<file path="config.mk">
export PLATFORM = sky130hd
export DESIGN_NAME = alu
export DESIGN_NICKNAME = d
export VERILOG_FILES = /design/src/rtl/alu.sv
export SDC_FILE = /design/constraint.sdc
export NUM_CORES = 1
export LEC_CHECK = 0
export ABC_CLOCK_PERIOD_IN_PS = 800
export BUFFER_PORTS_ARGS = -buffer_cell sky130_fd_sc_hd__buf_2
export CORE_MARGIN = 2
export CORE_UTILIZATION = 45
export DETAILED_ROUTE_END_ITERATION = 16
export GPL_ROUTABILITY_DRIVEN = 0
export GPL_TIMING_DRIVEN = 0
export PLACE_DENSITY_LB_ADDON = 0.05
export SLEW_MARGIN = 30
export SYNTH_ARGS = -nofsm -noshare
export SYNTH_HDL_FRONTEND = slang
export SYNTH_SLANG_ARGS = --single-unit
</file>
<file path="constraint.sdc">
create_clock -name clk -period 0.8 [get_ports clk]
set_input_delay 0.04 -clock clk [delete_from_list [all_inputs] [get_ports clk]]
set_output_delay 0.04 -clock clk [all_outputs]
set_load 0.05 [all_outputs]
</file>
<file path="src/rtl/alu.sv">
// 64-bit ALU (ADD/SUB/AND/OR) with registered result and Z/N/C/V flags.
// One shared adder serves ADD and SUB, and there is one cycle of latency at full throughput.
module alu (
   input  logic        clk,
   input  logic        rst_n,
   input  logic [1:0]  Control,
   input  logic [63:0] a,
   input  logic [63:0] b,
   input  logic        in_valid,
   output logic [63:0] y,
   output logic        out_valid,
   output logic        zero,
   output logic        negative,
   output logic        carry,
   output logic        overflow
);

   typedef enum logic [1:0] {
      OP_ADD = 2'b00,
      OP_SUB = 2'b01,
      OP_AND = 2'b10,
      OP_OR  = 2'b11
   } op_e;

   op_e         op;
   logic        sub;
   logic [63:0] b_add;
   logic [64:0] sum;

   logic [63:0] y_d,        y_q;
   logic        carry_d,    carry_q;
   logic        overflow_d, overflow_q;
   logic        valid_q;
   logic        zero_q;
   logic        negative_q;

   assign op  = op_e'(Control);
   assign sub = (op == OP_SUB);

   // SUB is a + ~b + 1: invert b and feed the +1 in as the carry-in.
   assign b_add = sub ? ~b : b;
   assign sum   = {1'b0, a} + {1'b0, b_add} + {64'd0, sub};

   always_comb begin
      // NOTE: every always_comb output is given a default first, so no path can infer a latch.
      y_d        = sum[63:0];
      carry_d    = 1'b0;
      overflow_d = 1'b0;
      case (op)
         OP_ADD, OP_SUB: begin
            carry_d    = sum[64];
            overflow_d = (a[63] == b_add[63]) && (sum[63] != a[63]);
         end
         OP_AND:  y_d = a & b;
         OP_OR:   y_d = a | b;
         default: y_d = sum[63:0];
      endcase
   end

   // NOTE: sequential state uses non-blocking assignments so every register samples pre-edge values.
   always_ff @(posedge clk or negedge rst_n) begin
      if (!rst_n) begin
         y_q        <= '0;
         valid_q    <= 1'b0;
         zero_q     <= 1'b1;
         negative_q <= 1'b0;
         carry_q    <= 1'b0;
         overflow_q <= 1'b0;
      end else begin
         y_q        <= y_d;
         valid_q    <= in_valid;
         zero_q     <= (y_d == 64'd0);
         negative_q <= y_d[63];
         carry_q    <= carry_d;
         overflow_q <= overflow_d;
      end
   end

   assign y         = y_q;
   assign out_valid = valid_q;
   assign zero      = zero_q;
   assign negative  = negative_q;
   assign carry     = carry_q;
   assign overflow  = overflow_q;

endmodule

</file>
## After elaboration in Yosys (flattened, before gate mapping)

Index checks and enable logic that the tools add are counted.

| cells by class | value |
|---|---|
| $add $sub $neg | 2 |
| eq/ne operators | 5 |
| mux-type cells | 4 |
| bitwise operators | 3 |
| reductions and logical operators | 4 |

Operators by type and width:

| operator | count |
|---|---|
| $pmux 64 s2 | 1 |
| $add 64x64->65 | 1 |
| $add 65x1->65 | 1 |
| $and 64x64->64 | 1 |
| $logic_not 64->1 | 1 |
| $mux 64 | 1 |
| $not 64->64 | 1 |
| $or 64x64->64 | 1 |
| $eq 2x2->1 const B | 2 |
| $eq 2x1->1 const B | 1 |
| $logic_not 2->1 | 1 |
| $mux 1 | 2 |
| $reduce_or 2->1 | 1 |
| $eq 1x1->1 | 1 |
| $logic_and 1x1->1 | 1 |
| $ne 1x1->1 | 1 |

| storage, ports and cells | value |
|---|---|
| register bits | 69 |
| input bits | 133 |
| output and inout port bits | 69 |

## Depth between registers and ports, before layout

| depth | value |
|---|---|
| depth after elaboration | 7 |
| depth in mapped cells | 22 |
| gate-level depth less buffers | 15 |

## Worst setup path before layout

Ideal clock, no wire load.

| timing path | value |
|---|---|
| path type | in2reg |
| from | in Control[0] |
| to | reg zero_q (netlist: zero) |
| library setup time | 0.063 ns |
| data arrival time | 5.612 ns |
| data required time | 0.737 ns |
| slack | -4.875 ns |
| cell stages on the path | 21 |
| path buffers | 7 |
| cells stage by stage | clkbuf_1 buf_2 buf_2 buf_1 buf_1 buf_1 nand2_1 clkbuf_1 xnor2_1 fa_1 a211oi_2 o21ai_2 a2111o_1 and3_1 a31o_1 or4_1 nor4_1 nand3_1 or4_1 a2111oi_2 and4_1 |

| between the ends | value |
|---|---|
| longest elaborated chain between the ends | 6 |

RTL lines:

| element | line | source |
|---|---|---|
| from (decl) | 6 | `input logic [1:0] Control,` |
| $eq 2x1->1 | 38 | `assign sub = (op == OP_SUB);` |
| $mux 64 | 41 | `assign b_add = sub ? ~b : b;` |
| $add 64x64->65 | 42 | `assign sum = {1'b0, a} + {1'b0, b_add} + {64'd0, sub};` |
| $add 65x1->65 | 42 |  |
| $pmux 64 s2 * | 49 | `case (op)` |
| net y_d[10] | 30 | `logic [63:0] y_d, y_q;` |
| $logic_not 64->1 * | 72 | `zero_q <= (y_d == 64'd0);` |
| to (signal assigned) | 72 |  |
| to (decl) | 34 | `logic zero_q;` |

Mark *: on every way through the listed nets, which the timed path passes. The rest lies on a longest branch.

## Worst setup path after layout

| timing path | value |
|---|---|
| from | in Control[0] |
| to | reg zero_q (netlist: zero) |

| between the ends | value |
|---|---|
| longest elaborated chain between the ends | 6 |

RTL lines:

| element | line |
|---|---|
| $eq 2x1->1 | 38 |
| $mux 64 | 41 |
| $add 64x64->65 | 42 |
| $add 65x1->65 | 42 |
| $pmux 64 s2 * | 49 |
| $logic_not 64->1 * | 72 |

Mark *: on every way between the ends. The rest lies on a longest branch, timed or not.

==> results.txt <==
outcome = finished with violations
failing checks = negative setup slack
Port Buffers = 201
FP Rows = 50
min-delay src = Control[1]
Final Max Tran Viols = 0
vias in the first global route = 9991
PwrDens = 1840 mW/mm^2
clk slew on worst S/H paths = 0.06 ns
die area = 0.0202 sq mm
worst slack at placement = -5.10 ns
Tightest Pin Transition = 0.852 ns
Gate Count Post-Synth = 1117
NetSw = 0.0129 W
Antenna Violating Nets Remaining = 0
first-iteration detailed-routing DRC count = 1479
Post-synth EDFFs = 0
Synthesis Warnings = 0
maximum VDD drop = 1.20 mV
total gr overflow = 0
layout cell share with drive strength beyond 1 = 48.2%
pin count of the biggest net entering global routing = 46
Hold Fails Final Rpt = 0
most used flip-flop cell after synthesis = dfrtp_1
nature of the critical path endpoint = flop
fin area = 0.0148 sq mm
Max Fclk = 217 MHz
Crit path arrival time = 4.90 ns
slack of the critical path = -3.80 ns
Period minus WS final = 4.60 ns
multi-input logic area = 0.00871 sq mm
Ports = 202
initial core utilization = 45.9%
CTS buffer count = 9
combinational group share of total power = 68.0%
sequential-to-total area share from yosys stat = 19.8%
maxcap violations = 0
first-pass GRT wire length = 56800 um
CP Data Required Time = 1.10 ns
TNS Setup = -172.36 ns
core area = 0.0187 sq mm
fin nets = 1674
#FFs+latches synth = 68
Total GRT Usage = 37.0%
Die H = 142 um
Detailed Route WL = 42700 um
area delta synth->final = 72.4%
die width = 142 um
Pleak = 6.08 nW
commonest non-fill, non-tap cell in the layout = buf_2
syn nets = 1318
via density per instance = 6.64
setup violators final = 136
Reg area = 0.00170 sq mm
Sequential Power Share = 16.1%
CTS H-tree depth = 3
HPWL after DPL = 27500 um
CTS Sinks = 68
Internal Power = 0.0144 W
DRC = 0
Sw Ratio = 47.4%
Worst Setup Path Type = in2reg
Slew headroom = 43.2%
commonest non-fill, non-tap cells in the layout = 132 x buf_2, 115 x buf_6, 111 x nand2_1, 102 x buf_4, 66 x dfrtp_1
Avg Inst Size Synth = 7.68 sq um
Overall Power = 0.0273 W
final worst path period share = 575%
clock power share = 15.9%
mapped cell area = 0.00858 sq mm
CTS tree = done
clock buffer depth = 2
crit path max fanout = 5
antenna fix cells = 0
Root Driver = clkbuf_16
worst setup path startpoint = Control[0]
Min-Delay Path Class = in2reg
type of origin of the critical path = input port
Vias = 11400
post-layout util = 79.1%
unrepaired setup endpoints after global routing = yes
Yosys cell types = 81
ys async rst share = 100%
FILL cells = 1197
dpl cell area = 0.0104 sq mm
initial antenna violation count = 0
drt first pass iters = 7
WL per Instance = 24.9 um
-- worst max-delay path: stages --
cell and delay [ns]:
buf_12 0.10, clkbuf_16 0.14, buf_12 0.13, buf_12 0.12
buf_12 0.13, buf_12 0.12, buf_12 0.13, nand2_8 0.08
clkbuf_16 0.17, buf_4 0.12, xnor2_2 0.12, ha_4 0.25
o211ai_1 0.30, buf_4 0.19, o21ai_4 0.07, buf_6 0.15
a41oi_4 0.24, a21oi_2 0.10, nand2b_4 0.19, xnor2_4 0.18
a21oi_1 0.12, or4b_4 0.56, or4_4 0.56, a2111oi_4 0.29
and4_1 0.25
-- cells in the mapped netlist, drive strengths merged, types with 12 or more instances --
| library cell | n | area (sq um) |
|---|---|---|
| nor4 | 12 | 75.1 |
| a211oi | 12 | 95.1 |
| dfrtp | 67 | 1680 |
| buf | 15 | 67.6 |
| nor3 | 22 | 110 |
| a21o | 22 | 165 |
| a21oi | 108 | 552 |
| xnor2 | 89 | 780 |
| nand3 | 17 | 85.1 |
| ha | 67 | 838 |
| maj3 | 53 | 531 |
| o21ai | 104 | 528 |
| xor2 | 24 | 210 |
| nand4 | 28 | 175 |
| nand2 | 127 | 477 |
| inv | 19 | 71.3 |
| o21a | 16 | 120 |
| nor2 | 73 | 274 |
| clkbuf | 54 | 203 |
-- layout make-up --
type | instances | share of cell area, %
repair buffers | 358 | 20.1
multi-input cells | 961 | 58.8
clock buffers | 11 | 1.64
well taps | 234 | 1.98
inverters | 20 | 0.592
clock inverters | 5 | 0.355
plain buffers | 55 | 4.96
flip-flops and latches | 68 | 11.5
-- kinds of logic (layout without fill, tap and decap cells) --
logic type / after synthesis / after routing / synth area share [%]
flops: 68 / 68 / 19.8
simple gates: 342 / 343 / 19.3
compound gates: 375 / 375 / 28.0
mux: 9 / 9 / 1.14
xor+xnor: 113 / 113 / 11.5
fa+ha+maj: 121 / 121 / 16.2
buf+inv: 89 / 449 / 4.02
-- metal layers --
layer	vias up	GRT usage, %	share of wire (%)	routed length (um)
met3	222	6.73	12	5280
met1	5378	51.1	38	16300
li1	4862	-	-	-
met4	0	17.3	5.5	2350
met2	909	56.0	44	18800
met5	-	0	0	0
-- power groups by stage --
stage	registers, W	clock network [W]	logic (W)
after floorplan	0.00664	0	0.00636
after global placement	0.00427	0	0.0119
after detailed placement	0.00427	0	0.0120
after CTS	0.00439	0.00430	0.0151
after global routing	0.00444	0.00445	0.0192
final	0.00440	0.00433	0.0185
-- flip-flops by register name, summed over array words and instances (netlist names) --
name	cells
carry	1
negative	1
out_valid	1
overflow	1
y	63
zero	1
-- stage by stage --
stage,hold slack [ns],cells
6_report,0.0103,1712
5_1_grt,0.0205,1712
4_1_cts,-0.00724,1642
3_5_place_dp,-0.0199,1553
3_3_place_gp,0.153,1552
2_1_floorplan,-0.256,1117
-- what timing repair did --
item | 4_1_cts | 5_1_grt
resized for setup | 383 | 237
setup endpoints to repair | 136 | 181
pin swaps | 68 | 95
buffers inserted | 70 | 87
hold buffers | 2 | 0
hold endpoints to repair | 70 | 0
cloned | 4 | 2
-- path summary, 6_finish.rpt --
path	cells after the start	end	slack, ns
max in group asynchronous	3	zero	0.12
hold / removal	3	y[3]	0.01
min in group asynchronous	2	y[6]	0.12
setup / recovery	25	zero	-3.80
(Power assumes the default switching activity.)
